### src/rtl/packet_sink_local.sv
// packet_sink_local
// Ejection endpoint for one ring node. Packets delivered by the router's local
// output are buffered in a small FIFO and drained once every EJECT_CYCLE
// cycles. Each drained packet goes through a two-stage pipeline: stage 1
// computes its network latency from the embedded injection timestamp and
// checks the destination, and stage 2 folds the result into the node statistics.
//
// Packet layout: {valid[48], timestamp[47:32], src[31:16], dst[15:0]}
//
// Ports:
//   clk, rst_n          clock, asynchronous active-low reset
//   clk_counter         global free-running cycle counter (latency reference)
//   packet_in           packet from the router local output
//   packet_in_wr_en     write strobe for packet_in
//   packet_in_full      FIFO full; valid writes are refused and counted as drops
//   total_packet_recv   packets drained and accounted
//   total_latency       sum of per-packet latencies
//   min_latency         smallest latency seen (16'hFFFF until the first packet)
//   max_latency         largest latency seen
//   error_cnt           drained packets whose dst is not ROUTER_ID (saturating)
//   drop_cnt            valid writes refused while full (saturating)
//   done                sticky, set once total_packet_recv >= NUM_PACKETS_PER_NODE
module packet_sink_local #(
    parameter int NUM_NODES            = 8,
    parameter int ROUTER_ID            = 0,
    parameter int PACKET_SIZE          = 49,
    parameter int BUFFER_SIZE          = 4,
    parameter int EJECT_CYCLE          = 1,
    parameter int NUM_PACKETS_PER_NODE = 20
) (
    input  logic                   clk,
    input  logic                   rst_n,
    input  logic [15:0]            clk_counter,
    input  logic [PACKET_SIZE-1:0] packet_in,
    input  logic                   packet_in_wr_en,
    output logic                   packet_in_full,
    output logic [63:0]            total_packet_recv,
    output logic [63:0]            total_latency,
    output logic [15:0]            min_latency,
    output logic [15:0]            max_latency,
    output logic [15:0]            error_cnt,
    output logic [15:0]            drop_cnt,
    output logic                   done
);

    localparam int PTR_W = $clog2(BUFFER_SIZE);
    localparam int OCC_W = $clog2(BUFFER_SIZE + 1);
    localparam int TMR_W = (EJECT_CYCLE > 1) ? $clog2(EJECT_CYCLE) : 1;

    localparam logic [OCC_W-1:0] OCC_FULL  = OCC_W'(BUFFER_SIZE);
    localparam logic [TMR_W-1:0] TMR_LAST  = TMR_W'(EJECT_CYCLE - 1);
    localparam logic [15:0]      LOCAL_ID  = 16'(ROUTER_ID);
    localparam logic [63:0]      DONE_THRS = 64'(NUM_PACKETS_PER_NODE);

    function automatic logic [15:0] sat_inc16(input logic [15:0] v, input logic inc);
        sat_inc16 = (inc && v != 16'hFFFF) ? v + 16'd1 : v;
    endfunction

    // Wraps modulo 2^16 so a timestamp taken just before the counter rolls
    // over still yields the correct small latency.
    function automatic logic [15:0] calc_latency(input logic [15:0] now, input logic [15:0] ts);
        calc_latency = now - ts;
    endfunction

    // Only the timestamp and destination are needed after the FIFO, so the
    // entry stores {timestamp, dst}.
    logic [31:0]       mem_q [BUFFER_SIZE];
    logic [31:0]       mem_d [BUFFER_SIZE];
    logic [PTR_W-1:0]  wr_ptr_q, wr_ptr_d;
    logic [PTR_W-1:0]  rd_ptr_q, rd_ptr_d;
    logic [OCC_W-1:0]  occ_q, occ_d;
    logic [TMR_W-1:0]  timer_q, timer_d;

    logic              push, refused, pop;
    logic [31:0]       pop_entry;

    logic              vld_p1_q, vld_p1_d;
    logic [15:0]       lat_p1_q, lat_p1_d;
    logic              mis_p1_q, mis_p1_d;

    logic [63:0]       recv_q, recv_d;
    logic [63:0]       tot_lat_q, tot_lat_d;
    logic [15:0]       min_lat_q, min_lat_d;
    logic [15:0]       max_lat_q, max_lat_d;
    logic [15:0]       err_q, err_d;
    logic [15:0]       drop_q, drop_d;
    logic              done_q, done_d;

    // Source field and ring size are not needed by the sink logic.
    logic              unused_ok;
    assign unused_ok = ^{packet_in[31:16], (NUM_NODES > ROUTER_ID)};

    assign packet_in_full = (occ_q == OCC_FULL);

    always_comb begin
        // ---- stage 0: FIFO push / timed pop ----
        push    = packet_in_wr_en && packet_in[48] && !packet_in_full;
        refused = packet_in_wr_en && packet_in[48] && packet_in_full;
        // Occupancy is the registered value, so an entry written this edge
        // is never visible to the pop decision of the same edge.
        pop     = (timer_q == TMR_LAST) && (occ_q != '0);

        timer_d  = (timer_q == TMR_LAST) ? '0 : timer_q + 1'b1;
        occ_d    = occ_q + OCC_W'(push) - OCC_W'(pop);
        wr_ptr_d = wr_ptr_q + PTR_W'(push);
        rd_ptr_d = rd_ptr_q + PTR_W'(pop);

        mem_d = mem_q;
        if (push) begin
            mem_d[wr_ptr_q] = {packet_in[47:32], packet_in[15:0]};
        end
        pop_entry = mem_q[rd_ptr_q];

        // ---- stage 1: latency and destination check ----
        vld_p1_d = pop;
        lat_p1_d = calc_latency(clk_counter, pop_entry[31:16]);
        mis_p1_d = (pop_entry[15:0] != LOCAL_ID);

        // ---- stage 2: statistics accumulation ----
        recv_d    = recv_q;
        tot_lat_d = tot_lat_q;
        min_lat_d = min_lat_q;
        max_lat_d = max_lat_q;
        err_d     = err_q;
        if (vld_p1_q) begin
            recv_d    = recv_q + 64'd1;
            tot_lat_d = tot_lat_q + {48'd0, lat_p1_q};
            if (lat_p1_q < min_lat_q) min_lat_d = lat_p1_q;
            if (lat_p1_q > max_lat_q) max_lat_d = lat_p1_q;
            err_d     = sat_inc16(err_q, mis_p1_q);
        end
        drop_d = sat_inc16(drop_q, refused);
        done_d = done_q || (recv_q >= DONE_THRS);
    end

    always_ff @(posedge clk or negedge rst_n) begin
        if (!rst_n) begin
            wr_ptr_q  <= '0;
            rd_ptr_q  <= '0;
            occ_q     <= '0;
            timer_q   <= '0;
            vld_p1_q  <= 1'b0;
            recv_q    <= '0;
            tot_lat_q <= '0;
            min_lat_q <= 16'hFFFF;
            max_lat_q <= '0;
            err_q     <= '0;
            drop_q    <= '0;
            done_q    <= 1'b0;
        end else begin
            wr_ptr_q  <= wr_ptr_d;
            rd_ptr_q  <= rd_ptr_d;
            occ_q     <= occ_d;
            timer_q   <= timer_d;
            vld_p1_q  <= vld_p1_d;
            recv_q    <= recv_d;
            tot_lat_q <= tot_lat_d;
            min_lat_q <= min_lat_d;
            max_lat_q <= max_lat_d;
            err_q     <= err_d;
            drop_q    <= drop_d;
            done_q    <= done_d;
        end
    end

    // Payload storage and stage-1 data are qualified by occupancy/vld_p1_q,
    // so they carry no reset.
    always_ff @(posedge clk) begin
        mem_q    <= mem_d;
        lat_p1_q <= lat_p1_d;
        mis_p1_q <= mis_p1_d;
    end

    assign total_packet_recv = recv_q;
    assign total_latency     = tot_lat_q;
    assign min_latency       = min_lat_q;
    assign max_latency       = max_lat_q;
    assign error_cnt         = err_q;
    assign drop_cnt          = drop_q;
    assign done              = done_q;

endmodule

### config.mk
export PLATFORM = sky130hd
export DESIGN_NAME = packet_sink_local
export DESIGN_NICKNAME = d
export VERILOG_FILES = /design/src/rtl/packet_sink_local.sv
export SDC_FILE = /design/constraint.sdc
export NUM_CORES = 1
export LEC_CHECK = 0
export ABC_AREA = 1
export CAP_MARGIN = 20
export CELL_PAD_IN_SITES_DETAIL_PLACEMENT = 0
export CELL_PAD_IN_SITES_GLOBAL_PLACEMENT = 2
export CORE_UTILIZATION = 33
export DETAILED_ROUTE_END_ITERATION = 8
export PLACE_DENSITY_LB_ADDON = 0.2
export SKIP_CTS_REPAIR_TIMING = 1
export SLEW_MARGIN = 0
export SYNTH_ARGS = -nofsm -noshare
export SYNTH_HDL_FRONTEND = slang
export SYNTH_SLANG_ARGS = --single-unit
### constraint.sdc
create_clock -name clk -period 4.5 [get_ports clk]
set_input_delay 0.45 -clock clk [delete_from_list [all_inputs] [get_ports clk]]
set_output_delay 0.45 -clock clk [all_outputs]
set_load 0.05 [all_outputs]
# [After elaboration in Yosys (flattened, before gate mapping)]
# Index checks and enable logic that the tools add are counted.
# W data, S select, Z words.
[totals] out_inout_bits=194 reg_bits=347
[classes] addsub=10 reduce_logical=14 n_eq_ne=3 order_cmp=6 bitwise=3 mux=7
[ops] operator="$bwmux W128" n=1
[ops] operator="$mux W32" n=3
[ops] operator="$add A64 B1 Y64 const B" n=1
[ops] operator="$add A64 B16 Y64" n=1
[ops] operator="$bmux W32 S2" n=1
[ops] operator="$demux W32 S2" n=1
[ops] operator="$ge A64 B5 Y1 const B" n=1
[ops] operator="$add A16 B1 Y16 const B" n=2
[ops] operator="$ne A16 B16 Y1 const B" n=2
[ops] operator="$gt A16 B16 Y1" n=1
[ops] operator="$lt A16 B16 Y1" n=1
[ops] operator="$reduce_bool A16 Y1" n=1
[ops] operator="$sub A16 B16 Y16" n=1
[ops] operator="$logic_and A1 B1 Y1" n=7
[ops] operator="$ge A3 B3 Y1 const B" n=2
[ops] operator="$not A2 Y3" n=2
[ops] operator="$reduce_and A2 Y1" n=3
[ops] operator="$add A2 B1 Y2" n=2
[ops] operator="$add A3 B1 Y3" n=1
[ops] operator="$eq A3 B3 Y1 const B" n=1
[ops] operator="$lt A3 B1 Y1 const B" n=1
[ops] operator="$reduce_bool A3 Y1" n=1
[ops] operator="$sub A3 B1 Y3" n=1
[ops] operator="$add A1 B1 Y1 const B" n=1
[ops] operator="other kinds (4)" n=4

# [Logic depth before layout (Yosys ltp)]
# Gate-level depths: netlist of the first run.
[logic_depth] depth_word=6 mapped_depth=15

# [Worst setup path after synthesis of the first run]
# No wires, ideal clock.
[synth_timing] kind="register to register" from="reg occ_q[1]" to="reg mem_q[100] (netlist name) (enable)" setup_time_ns=0.461 path_slack_ns=0.775 synth_period_minus_slack_ns=3.725 path_stages_with_launch=7 t_required_ns=4.039 n_path_buf=0 t_arrival_ns=3.264 cell_sequence="dfrtp_1 > nor2_1 > nand2_1 > inv_1 > nor2_1 > inv_1 > nor3_1"
[synth_between] elab_chain_len=3
[synth_lines] item="start, declared" line="71" text="logic [OCC_W-1:0] occ_q, occ_d;"
[synth_lines] item="start signal, assigned" line="140" text="occ_q <= '0;"
[synth_lines] item="start signal, assigned" line="153" text="occ_q <= occ_d;"
[synth_lines] item="$eq A3 B3 Y1" line="93" text="assign packet_in_full = (occ_q == OCC_FULL);"
[synth_lines] item="named net packet_in_full" line="36" text="output logic packet_in_full,"
[synth_lines] item="$logic_not A1 Y1" line="97" text="push = packet_in_wr_en && packet_in[48] && !packet_in_full;"
[synth_lines] item="$logic_and A1 B1 Y1" line="97"
[synth_lines] item="end signal, assigned" line="169" text="mem_q <= mem_d;"
[synth_lines] item="end, declared" line="67" text="logic [31:0] mem_q [BUFFER_SIZE];"
# The timed path passes the listed nets, and every way through them passes these cells.
# A chain may end at the register's enable or synchronous reset.

# [Worst setup path after layout of the first run]
[layout_timing] from="reg rd_ptr_q[1]" to="reg lat_p1_q[12]"
[layout_between] elab_chain_len=5
[layout_lines] item="start, declared" line="70" text="logic [PTR_W-1:0] rd_ptr_q, rd_ptr_d;"
[layout_lines] item="start signal, assigned" line="152" text="rd_ptr_q <= rd_ptr_d;"
[layout_lines] item="$not A2 Y3 (not written as such)" line="112" text="pop_entry = mem_q[rd_ptr_q];"
[layout_lines] item="$bmux W32 S2" line="112"
[layout_lines] item="$mux W32 (not written as such) (2 in series)" line="112"
[layout_lines] item="$sub A16 B16 Y16" line="62" text="calc_latency = now - ts;"
[layout_lines] item="named net lat_p1_d[12]" line="78" text="logic [15:0] lat_p1_q, lat_p1_d;"
[layout_lines] item="end signal, assigned" line="170" text="lat_p1_q <= lat_p1_d;"
[layout_lines] item="end, declared" line="78"
# The timed path passes the listed nets, and every way through them passes these cells. The select of a mux whose other input is x is not followed.

==> results of run 1 <==
==> sequential cells by signal, summed over array words and instances, names as in the netlist <==
register,cells
rd_ptr_q,2
wr_ptr_q,2
lat_p1_q,16
total_packet_recv,64
mis_p1_q,1
mem_q,128
done,1
max_latency,16
total_latency,64
min_latency,16
occ_q,3
error_cnt,16
vld_p1_q,1
drop_cnt,16
==> cells in the mapped netlist, types with 3 or more instances <==
cell type	n	area share
nand3b_1	13	0.0052
ha_1	69	0.046
a31oi_1	4	0.0013
nor2_1	221	0.044
inv_1	295	0.058
or2_2	5	0.0017
nand4_1	103	0.034
nor3_2	4	0.0021
fa_1	3	0.0032
clkbuf_1	27	0.0053
xor2_1	60	0.028
nor2_4	7	0.0042
a21o_1	3	0.0012
nand3_1	146	0.039
dfrtp_1	185	0.24
dfxtp_1	17	0.018
nand2_2	5	0.0017
nor2_2	9	0.0030
dfstp_2	16	0.022
buf_2	7	0.0018
edfxtp_1	128	0.20
nor4_1	22	0.0073
o21a_1	4	0.0016
a32o_1	14	0.0074
o21ai_0	38	0.010
nor3_1	56	0.015
o21bai_1	5	0.0020
nand2_1	725	0.14
xnor2_1	39	0.018
a21oi_1	47	0.012
nand3_2	4	0.0021
==> cells by family (layout without fill, tap and decap cells) <==
group	Yosys count	count (layout)	synth area share
AOI/OAI and AO/OA	121	121	0.0380
xor gates and xnor gates	99	99	0.0458
adders and majority gates	72	72	0.0487
buffers and inverters	336	635	0.0674
DFF	346	346	0.487
and+or+nand+nor	1334	1334	0.313
==> power groups by stage <==
stage               Clock [mW]  Combinational (mW)  Sequential, mW
global route              3.89                7.73            4.79
CTS                       3.77                6.99            4.73
finish                    3.66                6.89            4.70
detailed placement           0                6.96            4.79
floorplan                    0                3.93            5.55
global placement             0                6.88            4.77
==> critical path, stage by stage, from the launching register on <==
cell and delay, ns:
dfrtp_1 0.44, inv_1 0.73, o21ai_0 0.21, o22ai_1 0.21
ha_1 0.21, inv_1 0.06, fa_1 0.46, nand3_1 0.10
nand2_1 0.09, a21oi_1 0.24, o21ai_0 0.13, xor2_1 0.15
==> per-layer routing <==
metal  wire length [microns]  up-vias
met4                    1460        0
met5                       0        -
met2                   27900      266
met3                    2360       76
li1                        -     8081
met1                   26700     7557
==> metrics by stage <==
step | hold slack, ns | setup slack (ns)
2_1_floorplan | 0.154 | 0.775
3_3_place_gp | 0.465 | 1.35
3_5_place_dp | 0.465 | 1.28
4_1_cts | -0.124 | 1.26
5_1_grt | 0.490 | 1.01
6_report | 0.441 | 1.33
==> worst max-delay path by stage <==
stage | cells after the start | end | from | slack [ns]
after global routing | 13 | lat_p1_q[15]$_DFF_P_ | rd_ptr_q[0]$_DFF_PN0_ | 1.01
after global placement | 11 | lat_p1_q[12]$_DFF_P_ | rd_ptr_q[1]$_DFF_PN0_ | 1.35
after CTS | 11 | lat_p1_q[12]$_DFF_P_ | rd_ptr_q[1]$_DFF_PN0_ | 1.26
after detailed placement | 11 | lat_p1_q[12]$_DFF_P_ | rd_ptr_q[1]$_DFF_PN0_ | 1.28
after floorplan | 6 | mem_q[100]$_DFFE_PP_ | occ_q[1]$_DFF_PN0_ | 0.78
final | 11 | lat_p1_q[12]$_DFF_P_ | rd_ptr_q[1]$_DFF_PN0_ | 1.33
==> area by class of cell <==
cell class / count / share of cell area
clock buffers: 58 / 0.0484
clock inverters: 21 / 0.0136
inverters: 299 / 0.0472
multi-input cells: 1626 / 0.355
flip-flops and latches: 346 / 0.388
well taps: 756 / 0.0398
repair buffers: 257 / 0.107
==> impl_metrics.csv, run 1 <==
group,metric,value,unit
run_status,outcome,"complete, no violations",
clock_network,clkSlewWorstSetupHoldPaths,0.06,ns
sta,setup_tns,0,ns
logic_synthesis,post_synth_instance_area,18900,sq um
sta,slew_violations,0,
critical_path,ff2ff_path_depth,11,
floorplan,boundaryPins,262,
routing,drt_pass1_iterations,4,
finish,layoutNonFillerInstCount,3363,
grt,grt_first_pass_wirelength,92100,microns
finish,sequential_cell_area,9240,sq um
critical_path,critPathCaptureType,"flop",
routing,finalWirelength,58500,microns
logic_synthesis,syn-instance-count,2308,
job,max-cap-violations,0,
sta,min_period_over_period,0.705,
power,psw,6.74,mW
grt,busiest_layer,"met2",
worst_hold_path,min_path_type,"input pin to asynchronous set/reset pin",
grt,met2_demand_to_capacity_share_in_global_routing,0.339,
critical_path,r2r_setup_slack,1.33,ns
sta,worst_slew_slack_as_a_fraction_of_its_limit,0.353,
sta,tightest_slew,0.969,ns
finish,mostFrequentLayoutCells,"nand2_1, inv_1, clkdlybuf4s50_1",
power,clock_power_share,0.240,
clock_network,insertion_delay,0.58,ns
power,p_leak,10.3,nW
place,detailed_place_hpwl,44300,microns
sta,report.final.hold_viol_count,0,
sta,finalCriticalPeriod,3.17,ns
finish,fin_util,0.420,
critical_path,timing.critical_path.required,4.96,ns
grt,use_met3,0.0340,
clock_network,htreeDepth,2,
critical_path,critPathLaunchType,"flop",
grt,grt_util_all_layers,0.201,
logic_synthesis,synth.yosys.seq_area_share,0.487,
clock_network,clk_root_buffer_cell,"clkbuf_16",
logic_synthesis,synth-edff-count,128,
power,vdd_drop_max,0.000337,V
routing,ant_nets,0,
floorplan,initial_core_utilization,0.335,
routing,viasPerCell,4.75,
routing,drt_iter0_drc,900,
grt,grt.met1_usage,0.263,
critical_path,r2r_start,"rd_ptr_q[1]$_DFF_PN0_",
critical_path,crit_path_max_fanout,31,
finish,synthToLayoutAreaGrowth,25.5,%
finish,layout.nets,2713,
logic_synthesis,synth-main-ff-cell,"dfrtp_1",
finish,layout.cells.most_common,"nand2_1",
critical_path,critical_path_arrival,3.63,ns
place,placement.cell_area,22300,sq um
critical_path,critical_path.reg2reg.endpoint,"lat_p1_q[12]$_DFF_P_",
floorplan,die_height,242,microns
power,power.total,15.3,mW
logic_synthesis,async_flop_share,0.581,
floorplan,die_area,58400,sq um
place,numPlacedInstances,3283,
clock_network,clk_path_buf_depth,3,
clock_network,clock_sink_count,346,
grt,grt_pass1_vias,16000,
grt,overflow,0,
sta,rsz_0062_raised_after_global_routing,"no",
finish,final_layout_size_suffix_gt1_frac,0.0560,
routing,vias,16000,
finish,num-fill-cells,5811,
sta,setup_viol,0,
grt,grt_start_max_net_pins,83,
floorplan,core_area,56600,sq um
clock_network,cts-buffers-inserted,43,
floorplan,die-width,242,microns
place,io_buffers,245,
clock_network,cts_tree,"built",
power,powerDensity,641,nW/um^2
place,gp_congestion,0.850,
logic_synthesis,synth.ff_latch_count,346,
logic_synthesis,syn_nets,2448,
power,cell_internal_pwr,8.52,mW
routing,avgRoutedWirePerCell,17.4,microns
logic_synthesis,synthDistinctLibCells,48,
routing,route.detailed.drc,0,
power,power.share.switching,0.442,
floorplan,placement_rows,87,
finish,insertedDiodeCount,0,
logic_synthesis,post_synth.cell_area_avg,8.21,sq um
critical_path,worstSetupPathType,"flop to flop",
logic_synthesis,ys_warns,0,
sta,fmax,315,MHz
sta,fin_skew,0.0144,ns
power,pwr-share-seq,0.308,
finish,postLayoutCellArea,23800,sq um
grt,number_of_antenna_violations_at_the_first_check_in_global_routing,0,
power,combPwrFrac,0.452,
finish,area_of_the_multi_input_gates,8460,sq um
(Power assumes the default switching activity.)
==> run 2: changes to the inputs <==
clock period = 3.25 ns   (was 4.5 ns; I/O delays follow)
==> impl_metrics.csv, run 2 (synthesis results as in run 1) <==
group,metric,value,unit
place,io_buffers,245,
grt,use_met3,0.0332,
routing,ant_nets,0,
finish,synthToLayoutAreaGrowth,26.1,%
critical_path,critical_path_arrival,3.30,ns
run_status,outcome,"complete, no violations",
sta,setup_tns,0,ns
worst_hold_path,min_path_type,"input pin to asynchronous set/reset pin",
sta,fmax,354,MHz
grt,met2_demand_to_capacity_share_in_global_routing,0.337,
place,detailed_place_hpwl,44100,microns
sta,worst_slew_slack_as_a_fraction_of_its_limit,0.463,
critical_path,delay_of_the_slowest_cell_on_the_worst_path,0.64,ns
finish,final_layout_size_suffix_gt1_frac,0.0601,
clock_network,cts-buffers-inserted,42,
finish,largest_register_ffs,128,
finish,insertedDiodeCount,0,
clock_network,clk_root_buffer_cell,"clkbuf_16",
grt,grt_start_max_net_pins,110,
sta,fin_skew,0.0195,ns
floorplan,initial_core_utilization,0.335,
sta,min_period_over_period,0.869,
finish,largest_register_by_flop_count,"mem_q",
sta,tightest_slew,0.805,ns
sta,finalCriticalPeriod,2.82,ns
critical_path,crit_path_max_fanout,17,
floorplan,die_height,242,microns
finish,mostFrequentLayoutCells,"nand2_1, inv_1, clkdlybuf4s50_1",
sta,report.final.hold_viol_count,0,
floorplan,die_area,58400,sq um
routing,viasPerCell,4.75,
routing,drt_pass1_iterations,5,
finish,layout.cells.most_common,"nand2_1",
critical_path,critPathMostFrequentCell,"nand2_1",
sta,fin_hold_ws,0.301,ns
grt,grt.met1_usage,0.257,
clock_network,clkSlewWorstSetupHoldPaths,0.06,ns
routing,finalWirelength,57900,microns
critical_path,critPathCaptureType,"flop",
grt,grt_pass1_vias,15900,
floorplan,die-width,242,microns
finish,layoutNonFillerInstCount,3368,
critical_path,worstSetupPathType,"flop to flop",
sta,setup_viol,0,
grt,busiest_layer,"met2",
grt,overflow,0,
power,powerDensity,887,nW/um^2
routing,avgRoutedWirePerCell,17.2,microns
grt,grt_first_pass_wirelength,90800,microns
routing,route.detailed.drc,0,
grt,grt_util_all_layers,0.198,
power,p_leak,10.4,nW
place,numPlacedInstances,3292,
power,vdd_drop_max,0.000598,V
clock_network,clk_path_buf_depth,3,
grt,number_of_antenna_violations_at_the_first_check_in_global_routing,0,
critical_path,critPathLaunchType,"flop",
clock_network,cts_tree,"built",
routing,vias,16000,
clock_network,clock_sink_count,346,
clock_network,htreeDepth,2,
job,max-cap-violations,0,
critical_path,path_cells,"ha_1, nand2_1, inv_1, nand4_1, nor2_1, a21oi_2, nand2_1, nand2_1, nand2_1",
floorplan,core_area,56600,sq um
place,gp_congestion,0.851,
floorplan,placement_rows,87,
routing,drt_iter0_drc,889,
clock_network,insertion_delay,0.59,ns
finish,layout.nets,2721,
critical_path,slowest_stage,"a21oi_2",
critical_path,timing.critical_path.required,3.72,ns
sta,slew_violations,0,
floorplan,boundaryPins,262,
sta,rsz_0062_raised_after_global_routing,"no",
-- run 2: area by class of cell --
| type | instances | area (sq um) |
|---|---|---|
| timing repair buffer | 266 | 2660 |
| tap | 756 | 946 |
| fill | 5750 | 32700 |
| sequential | 346 | 9240 |
| clock inverter | 22 | 335 |
| inverter | 299 | 1120 |
| clock buffer | 53 | 1140 |
| multi-input combinational | 1626 | 8460 |
-- run 2: worst paths after layout --
check	cells after the start	end	slack (ns)	startpoint
hold reg to reg	2	min_latency[2]$_DFFE_PN1P_	0.47	min_latency[2]$_DFFE_PN1P_
setup / recovery	9	max_latency[12]$_DFFE_PN0P_	0.43	lat_p1_q[15]$_DFF_P_
hold / removal	2	total_packet_recv[36]$_DFFE_PN0P_	0.30	rst_n
max in group asynchronous	3	min_latency[10]$_DFFE_PN1P_	2.10	rst_n
min in group clk	1	mem_q[22]$_DFFE_PP_	0.38	packet_in[38]
setup reg to reg	9	max_latency[12]$_DFFE_PN0P_	0.43	lat_p1_q[15]$_DFF_P_
-- run 2: report_power, final --
group / total [mW] / switching, mW / internal [mW]
Clock: 5.04 / 1.98 / 3.07
Combinational: 9.75 / 6.42 / 3.32
Sequential: 6.41 / 0.908 / 5.50
-- run 2: critical path: cells and delay by family, from the launching register on --
kind	cells	cell delay (ns)
AND/OR/NAND/NOR	6	1.13
AO/OA/AOI/OAI	1	0.64
flip-flops	1	0.57
adder cells (fa/ha/maj)	1	0.32
buffers and inverters	1	0.05
-- run 2: layer usage --
| layer | vias to the layer above | share of wire |
|---|---|---|
| li1 | 8103 | - |
| met1 | 7517 | 0.45 |
| met2 | 304 | 0.48 |
| met3 | 81 | 0.046 |
| met4 | 0 | 0.026 |
| met5 | - | 0 |
-- run 2: stage by stage --
| stage | setup WS [ns] | total power [mW] | utilization | cell area (sq um) |
|---|---|---|---|---|
| final | 0.425 | 21.2 | 0.422 | 23900 |
| after global routing | 0.186 | 22.9 | 0.422 | 23900 |
| after CTS | 0.397 | 21.6 | 0.422 | 23900 |
| after detailed placement | 0.397 | 16.4 | 0.396 | 22400 |
| after global placement | 0.452 | 16.3 | 0.396 | 22400 |
| after floorplan | -0.475 | 13.1 | - | 18900 |
